File: src/rtl/de2_led_pkg.sv
// Shared defaults and width helpers for the DE2 green-LED output conditioning stage.
package de2_led_pkg;

  localparam int unsigned DE2_NUM_LEDG     = 9;
  localparam int unsigned LED_TICK_DIV_1MS = 50000;
  localparam int unsigned LED_STRETCH_DEF  = 50;
  localparam int unsigned LED_PWM_BITS     = 4;

  function automatic int unsigned clog2(input int unsigned n);
    int unsigned r;
    r = 0;
    for (int unsigned v = 1; v < n; v = v << 1) r++;
    return r;
  endfunction

  // A zero stretch still needs a 1-bit counter so the channel logic elaborates.
  function automatic int unsigned cnt_width(input int unsigned stretch);
    int unsigned w;
    w = clog2(stretch + 1);
    return (w < 1) ? 1 : w;
  endfunction

endpackage

File: src/rtl/led_stretch_chan.sv
// One LED channel: reload-on-level stretch counter that decays on prescaler ticks.
module led_stretch_chan
  import de2_led_pkg::*;
#(
  parameter int unsigned STRETCH_TICKS = LED_STRETCH_DEF
) (
  input  logic clk,
  input  logic reset,
  input  logic level,
  input  logic tick,
  output logic active
);

  localparam int unsigned     CW   = cnt_width(STRETCH_TICKS);
  localparam logic [CW-1:0]   LOAD = CW'(STRETCH_TICKS);

  logic [CW-1:0] cnt_q, cnt_d;

  // Load wins over a coincident tick so a retrigger never loses a tick's worth of on-time.
  always_comb begin
    cnt_d = cnt_q;
    if (level) begin
      cnt_d = LOAD;
    end else if (tick && (cnt_q != '0)) begin
      cnt_d = cnt_q - 1'b1;
    end
  end

  always_ff @(posedge clk or posedge reset) begin
    if (reset) begin
      cnt_q <= '0;
    end else begin
      cnt_q <= cnt_d;
    end
  end

  assign active = level | (cnt_q != '0);

endmodule

File: src/rtl/de2_led_stretch_pwm.sv
// LEDG output stage: registers the PIO word, pulse-stretches each bit and applies global PWM dimming.
module de2_led_stretch_pwm
  import de2_led_pkg::*;
#(
  parameter int unsigned N_LEDS        = DE2_NUM_LEDG,
  parameter int unsigned TICK_DIV      = LED_TICK_DIV_1MS,
  parameter int unsigned STRETCH_TICKS = LED_STRETCH_DEF,
  parameter int unsigned PWM_BITS      = LED_PWM_BITS
) (
  input  logic                clk,
  input  logic                reset,
  input  logic [N_LEDS-1:0]   led_in,
  input  logic [PWM_BITS-1:0] brightness,
  output logic [N_LEDS-1:0]   ledg,
  output logic                tick
);

  localparam int unsigned   PW       = clog2(TICK_DIV);
  localparam logic [PW-1:0] PRE_LAST = PW'(TICK_DIV - 1);

  logic [N_LEDS-1:0]   led_q;
  logic [PW-1:0]       pre_q, pre_d;
  logic                tick_q, tick_d;
  logic [PWM_BITS-1:0] pwm_q, pwm_d;
  logic [N_LEDS-1:0]   ledg_q, ledg_d;
  logic [N_LEDS-1:0]   active;
  logic                pwm_on;

  always_comb begin
    pre_d  = (pre_q == PRE_LAST) ? '0 : pre_q + 1'b1;
    tick_d = (pre_q == PRE_LAST);
    pwm_d  = pwm_q + 1'b1;
    pwm_on = (brightness == '1) || (pwm_q < brightness);
    ledg_d = active & {N_LEDS{pwm_on}};
  end

  always_ff @(posedge clk or posedge reset) begin
    if (reset) begin
      led_q  <= '0;
      pre_q  <= '0;
      tick_q <= 1'b0;
      pwm_q  <= '0;
      ledg_q <= '0;
    end else begin
      led_q  <= led_in;
      pre_q  <= pre_d;
      tick_q <= tick_d;
      pwm_q  <= pwm_d;
      ledg_q <= ledg_d;
    end
  end

  for (genvar i = 0; i < N_LEDS; i++) begin : g_chan
    led_stretch_chan #(
      .STRETCH_TICKS(STRETCH_TICKS)
    ) u_chan (
      .clk   (clk),
      .reset (reset),
      .level (led_q[i]),
      .tick  (tick_q),
      .active(active[i])
    );
  end

  assign ledg = ledg_q;
  assign tick = tick_q;

endmodule

File: config.mk
export PLATFORM = sky130hd
export DESIGN_NAME = de2_led_stretch_pwm
export DESIGN_NICKNAME = d
export VERILOG_FILES = /design/src/rtl/de2_led_pkg.sv /design/src/rtl/led_stretch_chan.sv /design/src/rtl/de2_led_stretch_pwm.sv
export SDC_FILE = /design/constraint.sdc
export NUM_CORES = 1
export LEC_CHECK = 0
export ABC_AREA = 1
export BUFFER_PORTS_ARGS = -buffer_cell sky130_fd_sc_hd__buf_2
export CAP_MARGIN = 20
export CORE_MARGIN = 5
export CORE_UTILIZATION = 66
export DETAILED_ROUTE_END_ITERATION = 7
export PLACE_DENSITY = 0.89
export SYNTH_ARGS = -nofsm -noshare
export SYNTH_HDL_FRONTEND = slang
export SYNTH_SLANG_ARGS = --single-unit
File: constraint.sdc
create_clock -name clk -period 4.4 [get_ports clk]
set_input_delay 0 -clock clk [delete_from_list [all_inputs] [get_ports clk]]
set_output_delay 0 -clock clk [all_outputs]
set_load 0.03 [all_outputs]
==> Yosys cells after proc, flatten, opt, wreduce, memory -nomap -nowiden <==
Index checks and enable logic that the tools add are counted.
{ "classes": {"add_sub_neg": 11, "order_cmp": 1, "eq_ne": 2, "mux": 19, "bitwise": 10, "n_reduce_logical": 28} }
{ "op_table": {"columns": ["op", "n"], "rows": [
  ["6-bit 2-to-1 mux", 18],
  ["6-bit nonzero test", 9],
  ["6-bit by 1-bit subtractor with 6-bit output, second input constant", 9],
  ["2-bit nonzero test", 9],
  ["16-bit by 1-bit adder with 16-bit output, second input constant", 1],
  ["16-bit == test, second input constant", 1],
  ["16-bit 2-to-1 mux", 1],
  ["9-bit bitwise AND", 1],
  ["1-bit logical AND", 9],
  ["1-bit OR", 9],
  ["4-bit by 1-bit adder with 4-bit output, second input constant", 1],
  ["4-bit == test, second input constant", 1],
  ["4-bit less-than comparator", 1],
  ["1-bit logical OR", 1]
]} }
{ "totals": {"ff_bits": 93, "input_bits": 15, "output_inout_bits": 10} }

==> Longest topological paths before layout <==
Gate-level depths: netlist of run 1.
{ "logic_depth": {"word_depth": 4, "depth_mapped": 8, "mapped_depth_nobuf": 8} }

==> Cells and area by module <==
From an unflattened synthesis of run 1, not the netlist that was laid out.
{ "hier_totals": {"cells_unflattened": 663, "area_unflattened_um2": 5464.0} }
{ "modules_own_cells": {"columns": ["module", "n_inst", "cells_each", "area_per_inst_um2", "seq_area_each_um2"], "rows": [
  ["led_stretch_chan at g_chan[0].u_chan ...", 8, 54, 416.6, 150.1],
  ["de2_led_stretch_pwm", 1, 177, 1709.1, 975.9],
  ["led_stretch_chan at g_chan[1].u_chan", 1, 54, 421.7, 150.1]
]} }

==> Worst setup path after synthesis of run 1 <==
No wires, ideal clock.
{ "synth_path": {"path_kind": "reg2reg", "startpoint": "register tick_q (netlist: tick)", "endpoint": "register g_chan[1].u_chan.cnt_q[3]", "setup_time_ns": 0.118, "t_arrival_ns": 1.104, "required_ns": 4.282, "slack_ns": 3.178, "path_stages_with_launch": 7, "period_less_slack_ns": 1.222, "cell_sequence": "dfrtp_1 buf_4 nand2_1 nand2_1 inv_1 nand2_1 nand2_1"} }
{ "synth_between": {"elab_chain_cells": 2} }
{ "synth_rtl": {"columns": ["item", "line", "source"], "rows": [
  ["from (decl)", "de2_led_stretch_pwm.sv:23", "logic tick_q, tick_d;"],
  ["from (signal assigned)", "de2_led_stretch_pwm.sv:47", "tick_q <= tick_d;"],
  ["1-bit logical AND", "led_stretch_chan.sv:24", "end else if (tick && (cnt_q != '0)) begin"],
  ["2-bit nonzero test (no source line)", null, null],
  ["to (signal assigned)", "led_stretch_chan.sv:33", "cnt_q <= cnt_d;"],
  ["to (decl)", "led_stretch_chan.sv:17", "logic [CW-1:0] cnt_q, cnt_d;"]
]} }
Every way passes these cells.
A chain may end at the register's enable or synchronous reset.

==> Final worst setup path of run 1 <==
{ "layout_path": {"startpoint": "register tick_q (netlist: tick)", "endpoint": "register g_chan[5].u_chan.cnt_q[5]"} }
{ "layout_between": {"elab_chain_cells": 2} }
{ "layout_rtl": {"columns": ["item", "line"], "rows": [
  ["1-bit logical AND", "led_stretch_chan.sv:24"],
  ["2-bit nonzero test (no source line)", null],
  ["to (signal assigned)", "led_stretch_chan.sv:33"],
  ["to (decl)", "led_stretch_chan.sv:17"]
]} }
Every way passes these cells.

==> impl_metrics.env, run 1 <==
export IMPL_yosysWarnings=0
export IMPL_pwr_share_clk=0.322
export IMPL_design_final_nets=727
export IMPL_setup_viol_count_final=0
export IMPL_floorplan_initialDensity=0.686
export IMPL_critPathMaxFanout=14
export IMPL_fin_area_mm2=0.00557
export IMPL_fp_dieArea_mm2=0.00946
export IMPL_htree_num_levels=3
export IMPL_async_set_reset_flop_share_out_of_synthesis=1.00
export IMPL_die_height_um=97.3
export IMPL_multi_input_comb_area_mm2=0.00230
export IMPL_p_int_uw=1220
export IMPL_arrival_ns=1.83
export IMPL_comb_power_share=0.119
export IMPL_place_congestion=0.891
export IMPL_most_used_standard_cell_by_instance_count_after_synthesis="nand2_1"
export IMPL_share_of_the_cycle_needed_by_the_critical_path_after_routing=0.359
export IMPL_drt_wirelength_per_cell_um=12.5
export IMPL_run_status="completed"
export IMPL_power_switching_uw=438
export IMPL_postSynth_topFlopCell="dfrtp_1"
export IMPL_dp_hpwl_um=7120
export IMPL_hold_class="input port to asynchronous set/reset pin"
export IMPL_placed_area_mm2=0.00527
export IMPL_layout_stage_area_growth_over_the_synthesis_result_pct=10.7
export IMPL_power_sequential_fraction=0.560
export IMPL_synth_nets=682
export IMPL_timing_final_hold_violations=0
export IMPL_vdd_ir_drop_worst_uv=207
export IMPL_ctsRootBufferMaster="clkbuf_8"
export IMPL_grt_max_degree=64
export IMPL_report_final_slew_viol_count=0
export IMPL_drtPass1Iterations=5
export IMPL_pre_cts_slack_ns=2.88
export IMPL_first_global_vias=4209
export IMPL_post_synthesis_area_per_instance_um2=7.81
export IMPL_routed_wirelength_um=9920
export IMPL_skew_pair_late_insertion_delay_ns=0.35
export IMPL_synth_seq_area_share=0.463
export IMPL_powerDensity_mw_per_mm2=298
export IMPL_timing_max_cap_violations=0
export IMPL_routed_via_density=5.35
export IMPL_fin_util=0.759
export IMPL_synth_cells=644
export IMPL_maxSlewHeadroom=0.586
export IMPL_timing_clock_skew_ns=0.00678
export IMPL_netlist_top_cells_count="153 x nand2_1, 97 x inv_1, 93 x dfrtp_1, 88 x nand3_1, 62 x nor2_1"
export IMPL_sequential_cell_area_mm2=0.00233
export IMPL_switching_share=0.264
export IMPL_wp_data_required_ns=4.65
export IMPL_numClockSinks=93
export IMPL_synth_top_cells_by_area="dfrtp_1 46%, nand2_1 11%, nand3_1 8.8%"
export IMPL_io_buffer_count=24
export IMPL_antenna_left=0
export IMPL_antennaDiodeCount=0
export IMPL_postSynthRegisterBits=93
export IMPL_critical_path_sink_type="flop"
export IMPL_worst_slew_pin_transition_ns=0.621
export IMPL_final_worst_slack_ns=2.82
export IMPL_total_leakage_power_uw=0.00293
export IMPL_synth_top_area_cell="dfrtp_1"
export IMPL_edff_count_synth=0
export IMPL_first_iter_violations=229
export IMPL_clk_pin_slew_ns=0.08
export IMPL_synth_top_area_share=0.463
export IMPL_design_portCount=25
export IMPL_grt_overflow=0
export IMPL_cts_buffers_inserted=9
export IMPL_max_clock_path_buffers=2
export IMPL_core_region_area_mm2=0.00733
export IMPL_grt_setup_unrepaired="false"
export IMPL_track_usage=0.222
export IMPL_max_clock_freq_ghz=0.634
export IMPL_post_route_min_period_ns=1.58
export IMPL_final_layout_size_suffix_gt1_frac=0.0967
export IMPL_vias=4236
export IMPL_setup_total_negative_slack_ns=0
export IMPL_antenna_found_initial=0
export IMPL_die_w_um=97.3
export IMPL_cp_start_kind="flop"
export IMPL_netlist_area_mm2=0.00503
export IMPL_netlist_cell_type_count=26
export IMPL_worstSetupPathType="flop to flop"
export IMPL_cts_repair_resized=0
export IMPL_drc=0
export IMPL_grt_pass1_wl_um=17700
export IMPL_tritoncts_clock_tree="built"
export IMPL_fillers=525
export IMPL_rows=31
==> worst paths after layout <==
path,start,end,slack [ns],cells after the start
worst max-delay path,tick$_DFF_PP0_,g_chan[5].u_chan.cnt_q[5]$_DFFE_PP0P_,2.82,5
worst min-delay path,reset,led_q[5]$_DFF_PP0_,0.11,3
worst max register to register,tick$_DFF_PP0_,g_chan[5].u_chan.cnt_q[5]$_DFFE_PP0P_,2.82,5
worst min register to register,pwm_q[3]$_DFF_PP0_,pwm_q[3]$_DFF_PP0_,0.49,1
max in group asynchronous,reset,g_chan[5].u_chan.cnt_q[2]$_DFFE_PP0P_,3.31,5
min in group clk,brightness[1],ledg[2]$_DFF_PP0_,0.25,3
==> critical path, cell delays in order (launching register included) <==
cell,delay [ns]
dfrtp_1,0.62
or2_2,0.38
nand2_1,0.25
inv_1,0.10
nand2_1,0.08
nand2_1,0.05
==> flip-flops by register name (all words and copies together), names as in the netlist <==
| register | cells |
|---|---|
| pwm_q | 4 |
| tick | 1 |
| led_q | 9 |
| pre_q | 16 |
| g_chan.u_chan.cnt_q | 54 |
| ledg | 9 |
==> final cells by class <==
class | instances | area share
clock buffer | 13 | 0.0249
clock inverter | 2 | 0.00629
inverter | 101 | 0.0686
multi-input combinational | 448 | 0.414
sequential | 93 | 0.418
tap | 99 | 0.0223
timing repair buffer | 36 | 0.0459
==> per-layer routing <==
metal / vias up / wire length (µm) / track usage / part of all wire
li1: 2147 / - / - / -
met1: 1987 / 4340 / 0.272 / 0.44
met2: 88 / 5040 / 0.390 / 0.51
met3: 14 / 413 / 0.0517 / 0.042
met4: 0 / 131 / 0.0703 / 0.013
met5: - / 0 / 0 / 0
==> through the flow <==
stage / hold slack (ns) / power (µW) / std cells
2_1_floorplan: 0.0314 / 1080 / 644
3_3_place_gp: 0.108 / 1120 / 766
6_report: 0.115 / 1660 / 792
3_5_place_dp: 0.110 / 1130 / 766
4_1_cts: 0.226 / 1680 / 791
5_1_grt: 0.136 / 1760 / 792
==> power by group through the flow <==
stage	registers (µW)	logic, µW	clock network, µW
6_report	929	198	534
5_1_grt	934	233	589
4_1_cts	928	195	553
3_5_place_dp	945	187	0
3_3_place_gp	943	175	0
2_1_floorplan	941	139	0
==> cell families (layout without fill, tap and decap cells) <==
logic type	after synthesis	count (layout)	share of synthesized area
buf+inv	103	152	0.0786
fa+ha+maj	23	23	0.0572
compound gates	52	52	0.0538
flops	93	93	0.463
simple gates	357	357	0.320
xor+xnor	16	16	0.0279
==> cell usage in the layout, fill, tap and decap left out, drive strengths merged <==
master       count
or2              1
nor3b            1
a21boi           1
nand4           21
nand2          166
a21o             1
clkbuf          13
a21oi           13
buf             26
o21bai           2
xor2            14
nor3             5
dfrtp           93
o21ai           35
ha              23
nor2            72
xnor2            2
bufinv           1
inv             96
clkinv           6
nand3           91
dlygate4sd3     10
==> repair_timing <==
action                    4_1_cts  5_1_grt
buffers inserted                0        0
hold buffers                   10        0
hold endpoints to repair       71        0
Note: power is estimated with default switching activity, not from simulation.
==> run 2, diff against run 1 <==
- CORE_UTILIZATION: 66 -> 61
- PLACE_DENSITY: 0.89 -> 0.83
- clock period: 4.4 -> 1.58 ns (I/O delays scaled with it)
==> impl_metrics.env, run 2 (synthesis gave the netlist of run 1 again) <==
export IMPL_run_status="completed"
export IMPL_report_final_slew_viol_count=0
export IMPL_layout_stage_area_growth_over_the_synthesis_result_pct=12.8
export IMPL_grt_pass1_wl_um=18000
export IMPL_worst_r2r_setup_slack_ns=0.15
export IMPL_timing_max_cap_violations=0
export IMPL_routed_wirelength_um=10100
export IMPL_rows=33
export IMPL_fp_dieArea_mm2=0.0102
export IMPL_max_clock_path_buffers=2
export IMPL_setup_total_negative_slack_ns=0
export IMPL_setup_viol_count_final=0
export IMPL_vdd_ir_drop_worst_uv=549
export IMPL_worstSetupPathType="flop to flop"
export IMPL_place_congestion=0.893
export IMPL_first_global_vias=4264
export IMPL_antennaDiodeCount=0
export IMPL_ctsRootBufferMaster="clkbuf_8"
export IMPL_numClockSinks=93
export IMPL_share_of_the_cycle_needed_by_the_critical_path_after_routing=0.902
export IMPL_top_register="g_chan.u_chan.cnt_q"
export IMPL_grt_max_degree=33
export IMPL_final_layout_size_suffix_gt1_frac=0.110
export IMPL_critPathMaxFanout=9
export IMPL_die_w_um=101
export IMPL_pre_cts_slack_ns=0.182
export IMPL_layout_top_registers="g_chan.u_chan.cnt_q (54), pre_q (16)"
export IMPL_drtPass1Iterations=5
export IMPL_fin_hold_ws_ns=0.192
export IMPL_track_usage=0.218
export IMPL_critical_path_sink_type="flop"
export IMPL_floorplan_initialDensity=0.618
export IMPL_antenna_found_initial=0
export IMPL_powerDensity_mw_per_mm2=884
export IMPL_largest_reg_flops=54
export IMPL_first_iter_violations=187
export IMPL_design_portCount=25
export IMPL_die_height_um=101
export IMPL_placed_area_mm2=0.00533
export IMPL_clk_pin_slew_ns=0.09
export IMPL_postCtsSetupRepairBufs=0
export IMPL_grt_setup_unrepaired="false"
export IMPL_tritoncts_clock_tree="built"
export IMPL_fin_area_mm2=0.00567
export IMPL_arrival_ns=1.64
export IMPL_design_final_nets=732
export IMPL_fillers=641
export IMPL_vias=4347
export IMPL_io_buffer_count=24
export IMPL_wp_data_required_ns=1.79
export IMPL_timing_final_hold_violations=0
export IMPL_mostFrequentLayoutCell="nand2_1"
export IMPL_post_route_min_period_ns=1.43
export IMPL_timing_clock_skew_ns=0.0186
export IMPL_antenna_left=0
export IMPL_htree_num_levels=3
export IMPL_final_cell_mix="153 x nand2_1, 96 x inv_1, 93 x dfrtp_1"
export IMPL_final_worst_slack_ns=0.154
export IMPL_maxSlewHeadroom=0.710
export IMPL_skew_pair_late_insertion_delay_ns=0.36
export IMPL_core_region_area_mm2=0.00813
export IMPL_routed_via_density=5.42
export IMPL_max_clock_freq_ghz=0.701
export IMPL_cp_start_kind="flop"
export IMPL_cts_buffers_inserted=9
export IMPL_dp_hpwl_um=7380
export IMPL_hold_class="input port to asynchronous set/reset pin"
export IMPL_total_leakage_power_uw=0.00297
export IMPL_drc=0
export IMPL_drt_wirelength_per_cell_um=12.6
export IMPL_grt_overflow=0
export IMPL_worst_slew_pin_transition_ns=0.435
run 2: final cells by class:
type | count | area, µm² | share of cell area
flip-flops and latches | 93 | 2330 | 0.410
multi-input cells | 448 | 2310 | 0.407
inverters | 101 | 384 | 0.0677
repair buffers | 41 | 285 | 0.0503
clock buffers | 10 | 138 | 0.0243
well taps | 105 | 131 | 0.0232
clock inverters | 4 | 97.6 | 0.0172
run 2: final timing paths:
| check | start | end | cells after the start |
|---|---|---|---|
| max | pwm_q[3]$_DFF_PP0_ | ledg[5]$_DFF_PP0_ | 6 |
| min | reset | led_q[1]$_DFF_PP0_ | 3 |
| max reg2reg | pwm_q[3]$_DFF_PP0_ | ledg[5]$_DFF_PP0_ | 6 |
| min reg2reg | pwm_q[0]$_DFF_PP0_ | pwm_q[0]$_DFF_PP0_ | 1 |
| max in group asynchronous | reset | pre_q[11]$_DFF_PP0_ | 4 |
| min in group clk | brightness[1] | ledg[3]$_DFF_PP0_ | 3 |
run 2: layer usage:
| metal | vias up | track usage | part of all wire | wire length [µm] |
|---|---|---|---|---|
| li1 | 2158 | - | - | - |
| met1 | 2071 | 0.263 | 0.44 | 4500 |
| met2 | 92 | 0.378 | 0.50 | 5110 |
| met3 | 26 | 0.0408 | 0.033 | 339 |
| met4 | 0 | 0.0943 | 0.020 | 201 |
| met5 | - | 0 | 0 | 0 |
run 2: repair_timing:
action | in CTS | in global routing
setup endpoints to repair | 0 | 4
resized for setup | 0 | 2
hold endpoints to repair | 52 | 0
hold buffers | 10 | 0
run 2: worst max-delay path, cell delays in order, from the launching register on:
cell and delay [ns]:
dfrtp_1 0.40, ha_1 0.31, nand2_1 0.06, inv_1 0.06, nand2_1 0.05, nand2_1 0.26
a21boi_0 0.15
run 2: power by group:
part           internal, µW  total [µW]  switching, µW
Combinational           197         553            356
Sequential             2490        2590           98.5
Clock                  1080        1870            797
run 2: through the flow:
stage / std cells / utilization / power [µW]
2_1_floorplan: 644 / - / 3010
3_3_place_gp: 778 / 0.656 / 3130
3_5_place_dp: 778 / 0.656 / 3160
4_1_cts: 802 / 0.697 / 5050
5_1_grt: 802 / 0.697 / 5270
6_report: 802 / 0.697 / 5010
==> run 3, diff against run 2 <==
- CORE_MARGIN: 5 -> 2
==> impl_metrics.env, run 3 (synthesis gave the netlist of run 1 again) <==
export IMPL_fin_area_mm2=0.00561
export IMPL_antenna_found_initial=0
export IMPL_placed_area_mm2=0.00533
export IMPL_die_w_um=94.8
export IMPL_antenna_left=0
export IMPL_max_clock_path_buffers=2
export IMPL_largest_reg_flops=54
export IMPL_share_of_the_cycle_needed_by_the_critical_path_after_routing=0.888
export IMPL_io_buffer_count=24
export IMPL_vdd_ir_drop_worst_uv=438
export IMPL_fillers=668
export IMPL_routed_wirelength_um=10000
export IMPL_floorplan_initialDensity=0.621
export IMPL_setup_viol_count_final=0
export IMPL_multi_input_comb_area_mm2=0.00231
export IMPL_sequential_cell_area_mm2=0.00233
export IMPL_design_final_nets=731
export IMPL_cts_buffers_inserted=9
export IMPL_final_cell_mix="153 x nand2_1, 96 x inv_1, 93 x dfrtp_1"
export IMPL_skew_pair_late_insertion_delay_ns=0.36
export IMPL_vias=4251
export IMPL_rows=33
export IMPL_pre_cts_slack_ns=0.194
export IMPL_report_power_total_uw=4600
export IMPL_clk_pin_slew_ns=0.08
export IMPL_post_route_min_period_ns=1.40
export IMPL_timing_clock_skew_ns=0.00727
export IMPL_report_final_slew_viol_count=0
export IMPL_drc=0
export IMPL_place_congestion=0.876
export IMPL_final_worst_slack_ns=0.177
export IMPL_hold_class="input port to asynchronous set/reset pin"
export IMPL_grt_pass1_wl_um=17600
export IMPL_max_clock_freq_ghz=0.713
export IMPL_mostFrequentLayoutCell="nand2_1"
export IMPL_fp_dieArea_mm2=0.00898
export IMPL_arrival_ns=1.63
export IMPL_timing_critical_path_mode_cell="nand2_1"
export IMPL_grt_max_degree=41
export IMPL_ctsRootBufferMaster="clkbuf_8"
export IMPL_layout_top_registers="g_chan.u_chan.cnt_q (54), pre_q (16)"
export IMPL_grt_setup_unrepaired="false"
export IMPL_setup_total_negative_slack_ns=0
export IMPL_timing_max_cap_violations=0
export IMPL_grt_overflow=0
export IMPL_critPathMaxStageDelay_ns=0.39
export IMPL_final_layout_size_suffix_gt1_frac=0.106
export IMPL_drtPass1Iterations=4
export IMPL_fin_util=0.693
export IMPL_htree_num_levels=3
export IMPL_track_usage=0.247
export IMPL_timing_final_hold_violations=0
export IMPL_list_of_cells_traversed_by_the_critical_path="inv_1 -> ha_1 -> nand3_2 -> nand2_1 -> nand2_1 -> nand2_1 -> o21ai_0"
export IMPL_layout_stage_area_growth_over_the_synthesis_result_pct=11.5
export IMPL_routed_via_density=5.30
export IMPL_total_leakage_power_uw=0.00294
export IMPL_powerDensity_mw_per_mm2=821
export IMPL_numClockSinks=93
export IMPL_first_global_vias=4187
export IMPL_antennaDiodeCount=0
export IMPL_worst_slew_pin_transition_ns=0.411
export IMPL_design_portCount=25
export IMPL_core_region_area_mm2=0.00809
export IMPL_dp_hpwl_um=7390
export IMPL_die_height_um=94.8
export IMPL_run_status="completed"
export IMPL_tritoncts_clock_tree="built"
export IMPL_first_iter_violations=177
export IMPL_cp_start_kind="flop"
export IMPL_worstSetupPathType="flop to flop"
export IMPL_critPathMaxFanout=6
export IMPL_top_register="g_chan.u_chan.cnt_q"
export IMPL_timing_critical_path_slowest_stage_cell="dfrtp_1"
export IMPL_maxSlewHeadroom=0.725
export IMPL_critical_path_sink_type="flop"
export IMPL_wp_data_required_ns=1.81
export IMPL_drt_wirelength_per_cell_um=12.5
==> run 3: final timing paths <==
kind	startpoint	end	slack, ns	depth (start not counted)
worst max-delay path	g_chan[1].u_chan.cnt_q[0]$_DFFE_PP0P_	g_chan[1].u_chan.cnt_q[4]$_DFFE_PP0P_	0.18	7
worst min-delay path	reset	g_chan[1].u_chan.cnt_q[1]$_DFFE_PP0P_	0.13	3
worst max register to register	g_chan[1].u_chan.cnt_q[0]$_DFFE_PP0P_	g_chan[1].u_chan.cnt_q[4]$_DFFE_PP0P_	0.18	7
worst min register to register	pwm_q[3]$_DFF_PP0_	pwm_q[3]$_DFF_PP0_	0.49	1
max in group asynchronous	reset	g_chan[3].u_chan.cnt_q[4]$_DFFE_PP0P_	0.87	4
min in group clk	brightness[1]	ledg[8]$_DFF_PP0_	0.18	3
==> run 3: timing repair <==
action / in CTS / in global routing
endpoints found under the hold margin: 102 / 0
setup endpoints to repair: 0 / 1
buffers inserted: 0 / 0
resized for setup: 0 / 1
hold buffers: 10 / 0
==> run 3: cell type report <==
| cell class | count | share of cell area |
|---|---|---|
| Clock inverter | 1 | 0.000893 |
| Tap cell | 105 | 0.0234 |
| Multi-Input combinational cell | 448 | 0.412 |
| Inverter | 101 | 0.0685 |
| Clock buffer | 14 | 0.0308 |
| Timing Repair Buffer | 40 | 0.0496 |
| Sequential cell | 93 | 0.415 |
==> run 3: stage by stage <==
stage | cells | hold WS [ns]
after detailed placement | 777 | -0.0391
after CTS | 802 | 0.130
after global placement | 777 | -0.0364
after global routing | 802 | 0.137
final | 802 | 0.133
after floorplan | 644 | 0.0314
==> run 3: power breakdown <==
group / switching [µW] / total [µW] / internal, µW
Combinational: 353 / 550 / 197
Sequential: 97.3 / 2580 / 2490
Clock: 777 / 1470 / 693
Total: 1230 / 4600 / 3380
==> run 3: worst max-delay path, delay by kind of cell, from the launching register on <==
kind | cells | cell delay [ns]
buffers and inverters | 1 | 0.18
AO/OA/AOI/OAI | 1 | 0.08
flip-flops | 1 | 0.39
AND/OR/NAND/NOR | 4 | 0.43
adder cells (fa/ha/maj) | 1 | 0.20
==> run 3: layer usage <==
metal | track usage | part of all wire | wire (µm) | vias to the layer above
li1 | - | - | - | 2153
met1 | 0.294 | 0.44 | 4410 | 2006
met4 | 0.0833 | 0.011 | 112 | 0
met3 | 0.0543 | 0.037 | 373 | 10
met2 | 0.440 | 0.51 | 5120 | 82
met5 | 0 | 0 | 0 | -
